--- src/rtl/mdio_responder_if.sv ---
// MDIO pin pair plus the responder's access-report outputs.
// The master modport is the management side (or bench); slave is the responder.
interface mdio_responder_if;
  logic        MDC;
  logic        MDIO_in;
  logic        MDIO_out;
  logic        MDIO_oe;
  logic        link_up;
  logic        wr_strobe;
  logic        rd_strobe;
  logic [4:0]  acc_addr;
  logic [15:0] acc_data;
  logic        frame_err;

  modport master (
    output MDC, MDIO_in, link_up,
    input  MDIO_out, MDIO_oe, wr_strobe, rd_strobe, acc_addr, acc_data, frame_err
  );

  modport slave (
    input  MDC, MDIO_in, link_up,
    output MDIO_out, MDIO_oe, wr_strobe, rd_strobe, acc_addr, acc_data, frame_err
  );
endinterface

--- src/rtl/mdio_responder.sv ---
// Clause-22 MDIO PHY-side responder with an oversampled MDC and a 32x16 register file.
// Every frame bit is taken on a synchronised MDC rising edge; reads are driven back on MDIO.
module mdio_responder #(
  parameter logic [4:0]  PHY_ADDR     = 5'd1,
  parameter int unsigned PRE_LEN      = 32,
  parameter int unsigned TIMEOUT_CLK  = 1000,
  parameter logic [15:0] PHY_ID1      = 16'h0022,
  parameter logic [15:0] PHY_ID2      = 16'h1622,
  parameter logic [15:0] CTRL_DEFAULT = 16'h1140
) (
  input  logic            clk_100Mz,
  input  logic            reset,
  mdio_responder_if.slave bus
);

  localparam logic [2:0] StIdle  = 3'd0;
  localparam logic [2:0] StSt2   = 3'd1;
  localparam logic [2:0] StOp    = 3'd2;
  localparam logic [2:0] StPhyad = 3'd3;
  localparam logic [2:0] StRegad = 3'd4;
  localparam logic [2:0] StTa    = 3'd5;
  localparam logic [2:0] StData  = 3'd6;

  localparam int unsigned TW      = $clog2(TIMEOUT_CLK + 1);
  localparam logic [TW-1:0] TmoLast = TW'(TIMEOUT_CLK - 1);
  localparam logic [5:0] PreMax  = 6'(PRE_LEN);

  logic mdc_meta_q, mdc_sync_q, mdc_prev_q, mdio_meta_q, mdio_sync_q;
  logic mdc_rise, bit_in;

  logic [2:0]    state_q, state_d;
  logic [5:0]    pre_q, pre_d;
  logic [3:0]    cnt_q, cnt_d;
  logic          op_hi_q, op_hi_d;
  logic          rd_q, rd_d;
  logic          match_q, match_d;
  logic [4:0]    phyad_q, phyad_d;
  logic [4:0]    regad_q, regad_d;
  logic [15:0]   data_q, data_d;
  logic [TW-1:0] tmo_q, tmo_d;
  logic          oe_q, oe_d, out_q, out_d;
  logic          wr_stb_q, wr_stb_d, rd_stb_q, rd_stb_d, err_q, err_d;
  logic [4:0]    acc_addr_q, acc_addr_d;
  logic [15:0]   acc_data_q, acc_data_d;

  logic [15:0] regs_q [32];
  logic        wr_en;
  logic [15:0] wr_val, rd_val;
  logic [4:0]  reg_idx;
  logic [3:0]  ridx;

  assign mdc_rise = mdc_sync_q & ~mdc_prev_q;
  assign bit_in   = mdio_sync_q;
  assign reg_idx  = {regad_q[3:0], bit_in};
  assign wr_val   = {data_q[14:0], bit_in};
  assign ridx     = 4'd14 - cnt_q;

  // Regs 1..3 are synthesised from live values rather than stored.
  always_comb begin
    rd_val = regs_q[reg_idx];
    if (reg_idx == 5'd1)      rd_val = 16'h7949 | {13'd0, bus.link_up, 2'd0};
    else if (reg_idx == 5'd2) rd_val = PHY_ID1;
    else if (reg_idx == 5'd3) rd_val = PHY_ID2;
  end

  always_comb begin
    state_d    = state_q;
    pre_d      = pre_q;
    cnt_d      = cnt_q;
    op_hi_d    = op_hi_q;
    rd_d       = rd_q;
    match_d    = match_q;
    phyad_d    = phyad_q;
    regad_d    = regad_q;
    data_d     = data_q;
    tmo_d      = tmo_q;
    oe_d       = oe_q;
    out_d      = out_q;
    wr_stb_d   = 1'b0;
    rd_stb_d   = 1'b0;
    err_d      = 1'b0;
    acc_addr_d = acc_addr_q;
    acc_data_d = acc_data_q;
    wr_en      = 1'b0;

    if (mdc_rise) begin
      tmo_d = '0;
      case (state_q)
        StIdle: begin
          if (bit_in) begin
            if (pre_q < PreMax) pre_d = pre_q + 6'd1;
          end else if (pre_q >= PreMax) begin
            state_d = StSt2;
            pre_d   = '0;
          end else begin
            pre_d = '0;
          end
        end
        StSt2: begin
          cnt_d   = '0;
          state_d = bit_in ? StOp : StIdle;
        end
        StOp: begin
          if (cnt_q == 4'd0) begin
            op_hi_d = bit_in;
            cnt_d   = 4'd1;
          end else if (op_hi_q != bit_in) begin
            rd_d    = op_hi_q;
            cnt_d   = '0;
            state_d = StPhyad;
          end else begin
            err_d   = 1'b1;
            state_d = StIdle;
          end
        end
        StPhyad: begin
          phyad_d = {phyad_q[3:0], bit_in};
          if (cnt_q == 4'd4) begin
            match_d = ({phyad_q[3:0], bit_in} == PHY_ADDR);
            cnt_d   = '0;
            state_d = StRegad;
          end else begin
            cnt_d = cnt_q + 4'd1;
          end
        end
        StRegad: begin
          regad_d = reg_idx;
          if (cnt_q == 4'd4) begin
            cnt_d   = '0;
            state_d = StTa;
            if (match_q && rd_q) data_d = rd_val;
          end else begin
            cnt_d = cnt_q + 4'd1;
          end
        end
        StTa: begin
          if (cnt_q == 4'd0) begin
            cnt_d = 4'd1;
            if (match_q && rd_q) begin
              oe_d  = 1'b1;
              out_d = 1'b0;
            end
          end else begin
            cnt_d   = '0;
            state_d = StData;
            if (match_q && rd_q) out_d = data_q[15];
          end
        end
        StData: begin
          if (match_q && rd_q) out_d = data_q[ridx];
          else                 data_d = wr_val;
          if (cnt_q == 4'd15) begin
            state_d = StIdle;
            pre_d   = '0;
            oe_d    = 1'b0;
            out_d   = 1'b0;
            if (match_q) begin
              acc_addr_d = regad_q;
              if (rd_q) begin
                rd_stb_d   = 1'b1;
                acc_data_d = data_q;
              end else begin
                wr_en      = 1'b1;
                wr_stb_d   = 1'b1;
                acc_data_d = wr_val;
              end
            end
          end else begin
            cnt_d = cnt_q + 4'd1;
          end
        end
        default: state_d = StIdle;
      endcase
    end else if (state_q != StIdle) begin
      if (tmo_q == TmoLast) begin
        state_d = StIdle;
        pre_d   = '0;
        oe_d    = 1'b0;
        out_d   = 1'b0;
        err_d   = 1'b1;
        tmo_d   = '0;
      end else begin
        tmo_d = tmo_q + 1'b1;
      end
    end else begin
      tmo_d = '0;
    end
  end

  always_ff @(posedge clk_100Mz or posedge reset) begin
    if (reset) begin
      mdc_meta_q  <= 1'b0;
      mdc_sync_q  <= 1'b0;
      mdc_prev_q  <= 1'b0;
      mdio_meta_q <= 1'b0;
      mdio_sync_q <= 1'b0;
      state_q     <= StIdle;
      pre_q       <= '0;
      cnt_q       <= '0;
      op_hi_q     <= 1'b0;
      rd_q        <= 1'b0;
      match_q     <= 1'b0;
      phyad_q     <= '0;
      regad_q     <= '0;
      data_q      <= '0;
      tmo_q       <= '0;
      oe_q        <= 1'b0;
      out_q       <= 1'b0;
      wr_stb_q    <= 1'b0;
      rd_stb_q    <= 1'b0;
      err_q       <= 1'b0;
      acc_addr_q  <= '0;
      acc_data_q  <= '0;
    end else begin
      mdc_meta_q  <= bus.MDC;
      mdc_sync_q  <= mdc_meta_q;
      mdc_prev_q  <= mdc_sync_q;
      mdio_meta_q <= bus.MDIO_in;
      mdio_sync_q <= mdio_meta_q;
      state_q     <= state_d;
      pre_q       <= pre_d;
      cnt_q       <= cnt_d;
      op_hi_q     <= op_hi_d;
      rd_q        <= rd_d;
      match_q     <= match_d;
      phyad_q     <= phyad_d;
      regad_q     <= regad_d;
      data_q      <= data_d;
      tmo_q       <= tmo_d;
      oe_q        <= oe_d;
      out_q       <= out_d;
      wr_stb_q    <= wr_stb_d;
      rd_stb_q    <= rd_stb_d;
      err_q       <= err_d;
      acc_addr_q  <= acc_addr_d;
      acc_data_q  <= acc_data_d;
    end
  end

  // Reg0 bit 15 is a soft reset: it never lands in storage.
  always_ff @(posedge clk_100Mz or posedge reset) begin
    if (reset) begin
      regs_q[0] <= CTRL_DEFAULT;
      for (int i = 1; i < 32; i++) regs_q[i] <= '0;
    end else if (wr_en) begin
      if (regad_q == 5'd0) begin
        if (wr_val[15]) begin
          regs_q[0] <= CTRL_DEFAULT;
          for (int i = 4; i < 32; i++) regs_q[i] <= '0;
        end else begin
          regs_q[0] <= wr_val;
        end
      end else if (regad_q >= 5'd4) begin
        regs_q[regad_q] <= wr_val;
      end
    end
  end

  assign bus.MDIO_out  = out_q;
  assign bus.MDIO_oe   = oe_q;
  assign bus.wr_strobe = wr_stb_q;
  assign bus.rd_strobe = rd_stb_q;
  assign bus.acc_addr  = acc_addr_q;
  assign bus.acc_data  = acc_data_q;
  assign bus.frame_err = err_q;

endmodule
--- src/flat_wrapper.sv ---
// flat-port wrapper written by rule: the top's interface ports become plain ports
module mdio_responder_flat 
#(
  parameter logic [4:0]  PHY_ADDR     = 5'd1,
  parameter int unsigned PRE_LEN      = 32,
  parameter int unsigned TIMEOUT_CLK  = 1000,
  parameter logic [15:0] PHY_ID1      = 16'h0022,
  parameter logic [15:0] PHY_ID2      = 16'h1622,
  parameter logic [15:0] CTRL_DEFAULT = 16'h1140
)
  (clk_100Mz, reset, bus_MDC, bus_MDIO_in, bus_link_up, bus_MDIO_out, bus_MDIO_oe, bus_wr_strobe, bus_rd_strobe, bus_acc_addr, bus_acc_data, bus_frame_err);
  mdio_responder_if bus_i ();
  input  logic clk_100Mz;
  input  logic reset;
  input wire logic [$bits(bus_i.MDC)-1:0] bus_MDC;
  input wire logic [$bits(bus_i.MDIO_in)-1:0] bus_MDIO_in;
  input wire logic [$bits(bus_i.link_up)-1:0] bus_link_up;
  output wire logic [$bits(bus_i.MDIO_out)-1:0] bus_MDIO_out;
  output wire logic [$bits(bus_i.MDIO_oe)-1:0] bus_MDIO_oe;
  output wire logic [$bits(bus_i.wr_strobe)-1:0] bus_wr_strobe;
  output wire logic [$bits(bus_i.rd_strobe)-1:0] bus_rd_strobe;
  output wire logic [$bits(bus_i.acc_addr)-1:0] bus_acc_addr;
  output wire logic [$bits(bus_i.acc_data)-1:0] bus_acc_data;
  output wire logic [$bits(bus_i.frame_err)-1:0] bus_frame_err;
  assign bus_i.MDC = bus_MDC;
  assign bus_i.MDIO_in = bus_MDIO_in;
  assign bus_i.link_up = bus_link_up;
  assign bus_MDIO_out = bus_i.MDIO_out;
  assign bus_MDIO_oe = bus_i.MDIO_oe;
  assign bus_wr_strobe = bus_i.wr_strobe;
  assign bus_rd_strobe = bus_i.rd_strobe;
  assign bus_acc_addr = bus_i.acc_addr;
  assign bus_acc_data = bus_i.acc_data;
  assign bus_frame_err = bus_i.frame_err;
  mdio_responder #(.PHY_ADDR(PHY_ADDR), .PRE_LEN(PRE_LEN), .TIMEOUT_CLK(TIMEOUT_CLK), .PHY_ID1(PHY_ID1), .PHY_ID2(PHY_ID2), .CTRL_DEFAULT(CTRL_DEFAULT)) u_core (.clk_100Mz(clk_100Mz), .reset(reset), .bus(bus_i));
endmodule
--- config.mk ---
export PLATFORM = sky130hd
export DESIGN_NAME = mdio_responder_flat
export DESIGN_NICKNAME = d
export VERILOG_FILES = /design/src/rtl/mdio_responder_if.sv /design/src/rtl/mdio_responder.sv /design/src/flat_wrapper.sv
export SDC_FILE = /design/constraint.sdc
export NUM_CORES = 1
export LEC_CHECK = 0
export BUFFER_PORTS_ARGS = -buffer_cell sky130_fd_sc_hd__buf_2
export CAP_MARGIN = 20
export CORE_MARGIN = 2
export CORE_UTILIZATION = 63
export CTS_CLUSTER_SIZE = 12
export DETAILED_ROUTE_END_ITERATION = 8
export GPL_TIMING_DRIVEN = 0
export PLACE_DENSITY = 0.8
export SYNTH_ARGS = -nofsm -noshare
export SYNTH_HDL_FRONTEND = slang
export SYNTH_SLANG_ARGS = --single-unit
--- constraint.sdc ---
create_clock -name clk_100Mz -period 24 [get_ports clk_100Mz]
set_input_delay 4.8 -clock clk_100Mz [delete_from_list [all_inputs] [get_ports clk_100Mz]]
set_output_delay 4.8 -clock clk_100Mz [all_outputs]
set_load 0.03 [all_outputs]
== Yosys cells after proc, flatten, opt, wreduce, memory -nomap -nowiden ==
Index checks and enable logic that the tools add are counted.

* Input bits: 5
* Register bits after elaboration: 594

* Mux-type cells: 80
* $add $sub $neg: 4
* $lt $le $gt $ge: 7
* Bitwise gates (word level): 6
* Eq/ne operators: 33
* Reduce and logical (&&, ||, !) cells: 27

{| class="wikitable"
|+ Operators by type and width
! cell !! count
|-
| $mux W448 || 2
|-
| $bwmux W512 || 1
|-
| $mux W512 || 1
|-
| $mux W16 || 11
|-
| $bmux W16 S5 || 1
|-
| $demux W16 S5 || 1
|-
| $mux W6 || 6
|-
| $ne A3 B3 Y1 const B || 11
|-
| $pmux W16 S2 || 1
|-
| $mux W1 || 30
|-
| $mux W10 || 3
|-
| $mux W3 || 10
|-
| $pmux W3 S7 || 1
|-
| $pmux W4 S5 || 1
|-
| $ge A6 B6 Y1 const B || 3
|-
| $mux W4 || 4
|-
| $mux W15 || 1
|-
| $reduce_and A5 Y1 || 3
|-
| $not A5 Y6 || 2
|-
| $pmux W6 S2 || 1
|-
| $reduce_and A3 Y1 || 4
|-
| $reduce_and A4 Y1 || 3
|-
| $add A10 B1 Y10 const B || 1
|-
| $eq A10 B10 Y1 const B || 1
|-
| 35 further kinds || 54
|}

== Longest topological paths before layout ==
* Depth in word-level cells: 10
* Gate-level depth with buffers: 10

== Worst setup path after synthesis ==
OpenSTA, ideal clock, no wires.

* Kind: register to output
* Start: register u_core.out_q (netlist: u_core.bus.MDIO_out)
* End: output bus_MDIO_out
* Required time: 19.200 ns
* Arrival time: 0.496 ns
* Cell stages (with the launch flop): 1
* Path slack: 18.704 ns
* Path buffers: 0
* Cells stage by stage: dfrtp_1

{| class="wikitable"
|+ RTL lines
! element !! line !! source
|-
| start: declaration || mdio_responder.sv:41 || <nowiki>logic oe_q, oe_d, out_q, out_d;</nowiki>
|-
| start signal: assignment || mdio_responder.sv:231 || <nowiki>out_q <= out_d;</nowiki>
|-
| end: declaration || flat_wrapper.sv:18 || <nowiki>output wire logic [$bits(bus_i.MDIO_out)-1:0] bus_MDIO_out;</nowiki>
|}

No word-level cell between the ends.

== Worst setup path after layout ==
* Start: register u_core.out_q (netlist: u_core.bus.MDIO_out)
* End: output bus_MDIO_out

No word-level cell between the ends.

==> metrics list <==
- Measured in cells, the most critical reg-to-reg path has a length of 7.
* Hold Path Origin: u_core.mdio_meta_q$_DFF_PP0_
* Maximum Capacitance Violations: 0
- Filler cell count in the final layout: 2980
- On the final layout, the worst clock skew is 21.9 ps.
* Fin crit period: 6040 ps
- Walking the worst path, the cells encountered are buf_2.
- In this run the count of I/O pins placed on the die edge is 31.
* Reg-to-reg startpoint: u_core.regad_q[1]$_DFFE_PP0P_
- Setup_tns: 0 ps
- Library cells used by synthesis: 76
* Share of layout cells above drive strength 1: 18.1%
- Startpoint type of the worst setup path: flip-flop
* Max stage delay cell, worst path: sky130_fd_sc_hd__dfrtp_1
* DIE WIDTH: 212 um
* Post-layout instance count excluding filler cells: 2843
* Placed inst area: 28100 um^2
- The first global-routing pass estimated 139 mm of wire.
* Initial antenna violation count: 2
- Number of H-tree levels: 2
* Detailed Routing Iterations Pass 1: 6
- For this run, the top clock speed supported by timing is 166 MHz.
* Max FO, Critical Path: 3
* Max IR drop VDD: 63.5 uV
- After legalization and detailed placement, the total HPWL measured 64.3 mm.
- Source-to-sink clock delay at the later pin of the worst-skew pair: 650 ps
* Vias per std cell: 7.41
- Number of pins exceeding their max-slew limit in the final report: 0
- Data on the critical path arrives at its endpoint at 1240 ps.
* Final weighted congestion in routability-driven placement: 1.09
- Post-synth top cells: sky130_fd_sc_hd__dfrtp_1, sky130_fd_sc_hd__a22o_1, sky130_fd_sc_hd__nand2_1, sky130_fd_sc_hd__clkbuf_1, sky130_fd_sc_hd__mux4_2
- For the pin with the worst max-slew slack, the measured transition is 1250 ps.
- Sequential cells were found to cover 54.4% of the synthesized design area.
* Initial drt markers: 3070
- After clock tree synthesis, the clock-pin slew on the worst setup and hold paths is 60 ps.
- In the synthesized netlist the dominant register cell turns out to be sky130_fd_sc_hd__dfrtp_1.
* Longest Clk Path Bufs: 3
* Register-to-register path setup slack: 20230 ps
- Die height: 212 um
* Final-report setup violation count: 0
* Data required, critical path: 19200 ps
- The worst pin sits at a relative slew slack of 16.6%.
* Maximum number of pins on one net before global-route repair: 133
- Via count of the routed design: 21100
- The endpoint identified for the worst register-to-register timing path is u_core.data_q[4]$_DFFE_PP0P_.
* Startpoint-to-endpoint class of the critical path: reg -> out
- Post-Place Setup Slack: 17270 ps
- Power per cell area: 65.5 nW/um^2
- The share of synthesized area in the top cell type comes to 54.1%.
- Area taken by multi-input logic gates: 11100 um^2
- Including well taps, the total number of placed cells is 2746.
- Number of buffers added for setup after CTS: 0
- TritonCTS built the clock tree.
* Avg WL per Cell: 32.9 um
* Proportion of register bits with asynchronous set or reset after synthesis: 100%
* DRC Markers: 0
- Once the clock tree was built, the resizer swapped 0 gates to a different size.
- For hold timing, the worst endpoint is u_core.bit_in$_DFF_PP0_.
* Leading cell types by total area after synthesis: sky130_fd_sc_hd__dfrtp_1, sky130_fd_sc_hd__a22o_1, sky130_fd_sc_hd__mux4_2
* Syn avg cell area: 12.5 um^2
* # clock sinks: 590
- The worst hold path passes through 0 cells.
- 0 antenna diodes ended up in the layout.
- Leakage: 13.6 nW
- Endpoint kind of the worst setup timing path: output pin
- Once the floorplan was initialized, standard cells occupied 63.4% of the core.
- Setup repair after global routing left no endpoint under its margin.
- The synthesized netlist occupies a cell area of 27100 um^2.
- Broken down by cell family, the worst path's largest delay share belongs to flip-flops.
- Post-route antenna net violation count: 0
- CTS root buf: sky130_fd_sc_hd__clkbuf_16
* Finished Cell Area: 29900 um^2
* Synthesized netlist cell count: 2166
- Worst hold path class: reg -> reg
- Across the whole layout, storage elements account for 14800 um^2.
- Ys Warns: 0
* Register bit count reported by yosys: 590
- In the final design database the tool counted 2271 nets.
- Final critical-path share of the clock period: 25.2%
- The flow ran to the end, and the final reports show no timing, DRC or antenna violations.
* GR Overflow Total: 0
- In the post-synthesis netlist, the cell with the most instances is sky130_fd_sc_hd__dfrtp_1.
- In this design, the stage delay of the slowest critical-path cell is 370 ps.
- After floorplanning, the core was divided into 76 placement rows.
- Hold repair after CTS inserted 0 buffers.
- Core footprint: 42800 um^2
- The number of global-route vias before repair came to 21000.
* Mapped Nets: 2176
- The worst path meets setup with 17960 ps of slack.
* Final hold violations: 0
- The area growth from synthesis to layout is 10.3%.
- Global routing used 43.3% of the available tracks across all layers.
- Buffers inserted during clock tree synthesis total 59.
- Routed WL: 93.4 mm
* Die footprint: 44800 um^2
- Counting flops with a built-in enable in the synthesized netlist gives 0.
- Buffers placed on the I/O ports in this run total 30.
- Of all cell types, the one taking the most synthesized area is sky130_fd_sc_hd__dfrtp_1.
- Number of buffer and inverter instances along the worst setup path: 1
## through the flow
step | power, mW | hold slack [ps] | utilization, %
floorplan | 1.04 | 331 | -
global placement | 1.06 | 334 | 65.4
detailed placement | 1.06 | 335 | 65.6
CTS | 1.96 | 347 | 70.0
global route | 2.00 | 365 | 70.0
finish | 1.96 | 347 | 70.0
## cell type report
cell class / instances / share of cell area [%]
Sequential cell: 590 / 49.3
Multi-Input combinational cell: 1298 / 36.9
Clock buffer: 92 / 5.85
Buffer: 266 / 4.23
Tap cell: 546 / 2.28
Timing Repair Buffer: 34 / 0.869
Clock inverter: 5 / 0.334
Inverter: 12 / 0.176
## power breakdown
group	switching, mW	internal, mW	leakage (nW)
clock	0.392	0.526	0.905
combinational	0.0353	0.0106	4.45
sequential	0.000599	0.996	8.22
total	0.428	1.53	13.6
## cells by family (layout without fill, tap and decap cells)
family / Yosys count / in the layout / share of synthesized area, %
fa+ha+maj: 5 / 5 / 0.231
compound gates: 623 / 623 / 18.2
flops: 590 / 590 / 54.4
simple gates: 452 / 452 / 8.12
mux: 209 / 209 / 13.9
xor+xnor: 9 / 9 / 0.290
buf+inv: 278 / 409 / 4.83
## cell usage in the layout (no fill, tap or decap), types with 9 or more instances in the layout
cell type / netlist / routed
sky130_fd_sc_hd__nor3_1: 19 / 19
sky130_fd_sc_hd__mux2_2: 31 / 31
sky130_fd_sc_hd__nand2_1: 212 / 212
sky130_fd_sc_hd__buf_4: 11 / 11
sky130_fd_sc_hd__a21oi_2: 21 / 21
sky130_fd_sc_hd__nand3_1: 19 / 19
sky130_fd_sc_hd__inv_1: 11 / 10
sky130_fd_sc_hd__or3_1: 10 / 10
sky130_fd_sc_hd__mux4_1: 16 / 16
sky130_fd_sc_hd__o22ai_1: 16 / 16
sky130_fd_sc_hd__nand2b_1: 14 / 14
sky130_fd_sc_hd__and3_1: 10 / 10
sky130_fd_sc_hd__nor2_1: 68 / 68
sky130_fd_sc_hd__a21oi_1: 37 / 37
sky130_fd_sc_hd__nand3b_1: 19 / 19
sky130_fd_sc_hd__o21ai_0: 83 / 83
sky130_fd_sc_hd__mux4_2: 110 / 110
sky130_fd_sc_hd__clkbuf_8: 0 / 11
sky130_fd_sc_hd__clkbuf_16: 0 / 61
sky130_fd_sc_hd__clkbuf_1: 147 / 167
sky130_fd_sc_hd__dfrtp_1: 587 / 587
sky130_fd_sc_hd__a22o_1: 386 / 386
sky130_fd_sc_hd__buf_2: 95 / 125
sky130_fd_sc_hd__and2_1: 26 / 26
sky130_fd_sc_hd__nor3b_1: 9 / 9
sky130_fd_sc_hd__mux2i_1: 52 / 52
## flip-flops by register name (all words and copies together) (netlist names), 3 cells and up
register             cells
u_core.cnt_q             4
u_core.phyad_q           4
u_core.pre_q             6
u_core.bus.acc_addr      5
u_core.state_q           3
u_core.tmo_q            10
u_core.regad_q           5
u_core.regs_q          508
u_core.data_q           16
u_core.bus.acc_data     16
## worst max path at each step
stage | cells after the start | startpoint | slack, ps | to
2_1_floorplan | 1 | reset | 2690 | u_core.bit_in$_DFF_PP0_
3_3_place_gp | 2 | reset | -2530 | u_core.regs_q[3]$_DFFE_PP0P_
3_5_place_dp | 4 | reset | 17270 | u_core.regs_q[3]$_DFFE_PP0P_
4_1_cts | 4 | reset | 17930 | u_core.regs_q[68]$_DFFE_PP0P_
5_1_grt | 4 | reset | 17640 | u_core.regs_q[375]$_DFFE_PP0P_
6_report | 1 | u_core.bus.MDIO_out$_DFFE_PP0P_ | 17960 | bus_MDIO_out
## routing by layer
metal / up-vias / global-route usage, % / share of wire (%)
met3: 350 / 13.2 / 13
li1: 8310 / - / -
met4: 4 / 26.0 / 6.7
met1: 10700 / 56.9 / 36
met2: 1674 / 63.9 / 44
met5: - / 1.22 / 0.088
(Power assumes the default switching activity.)
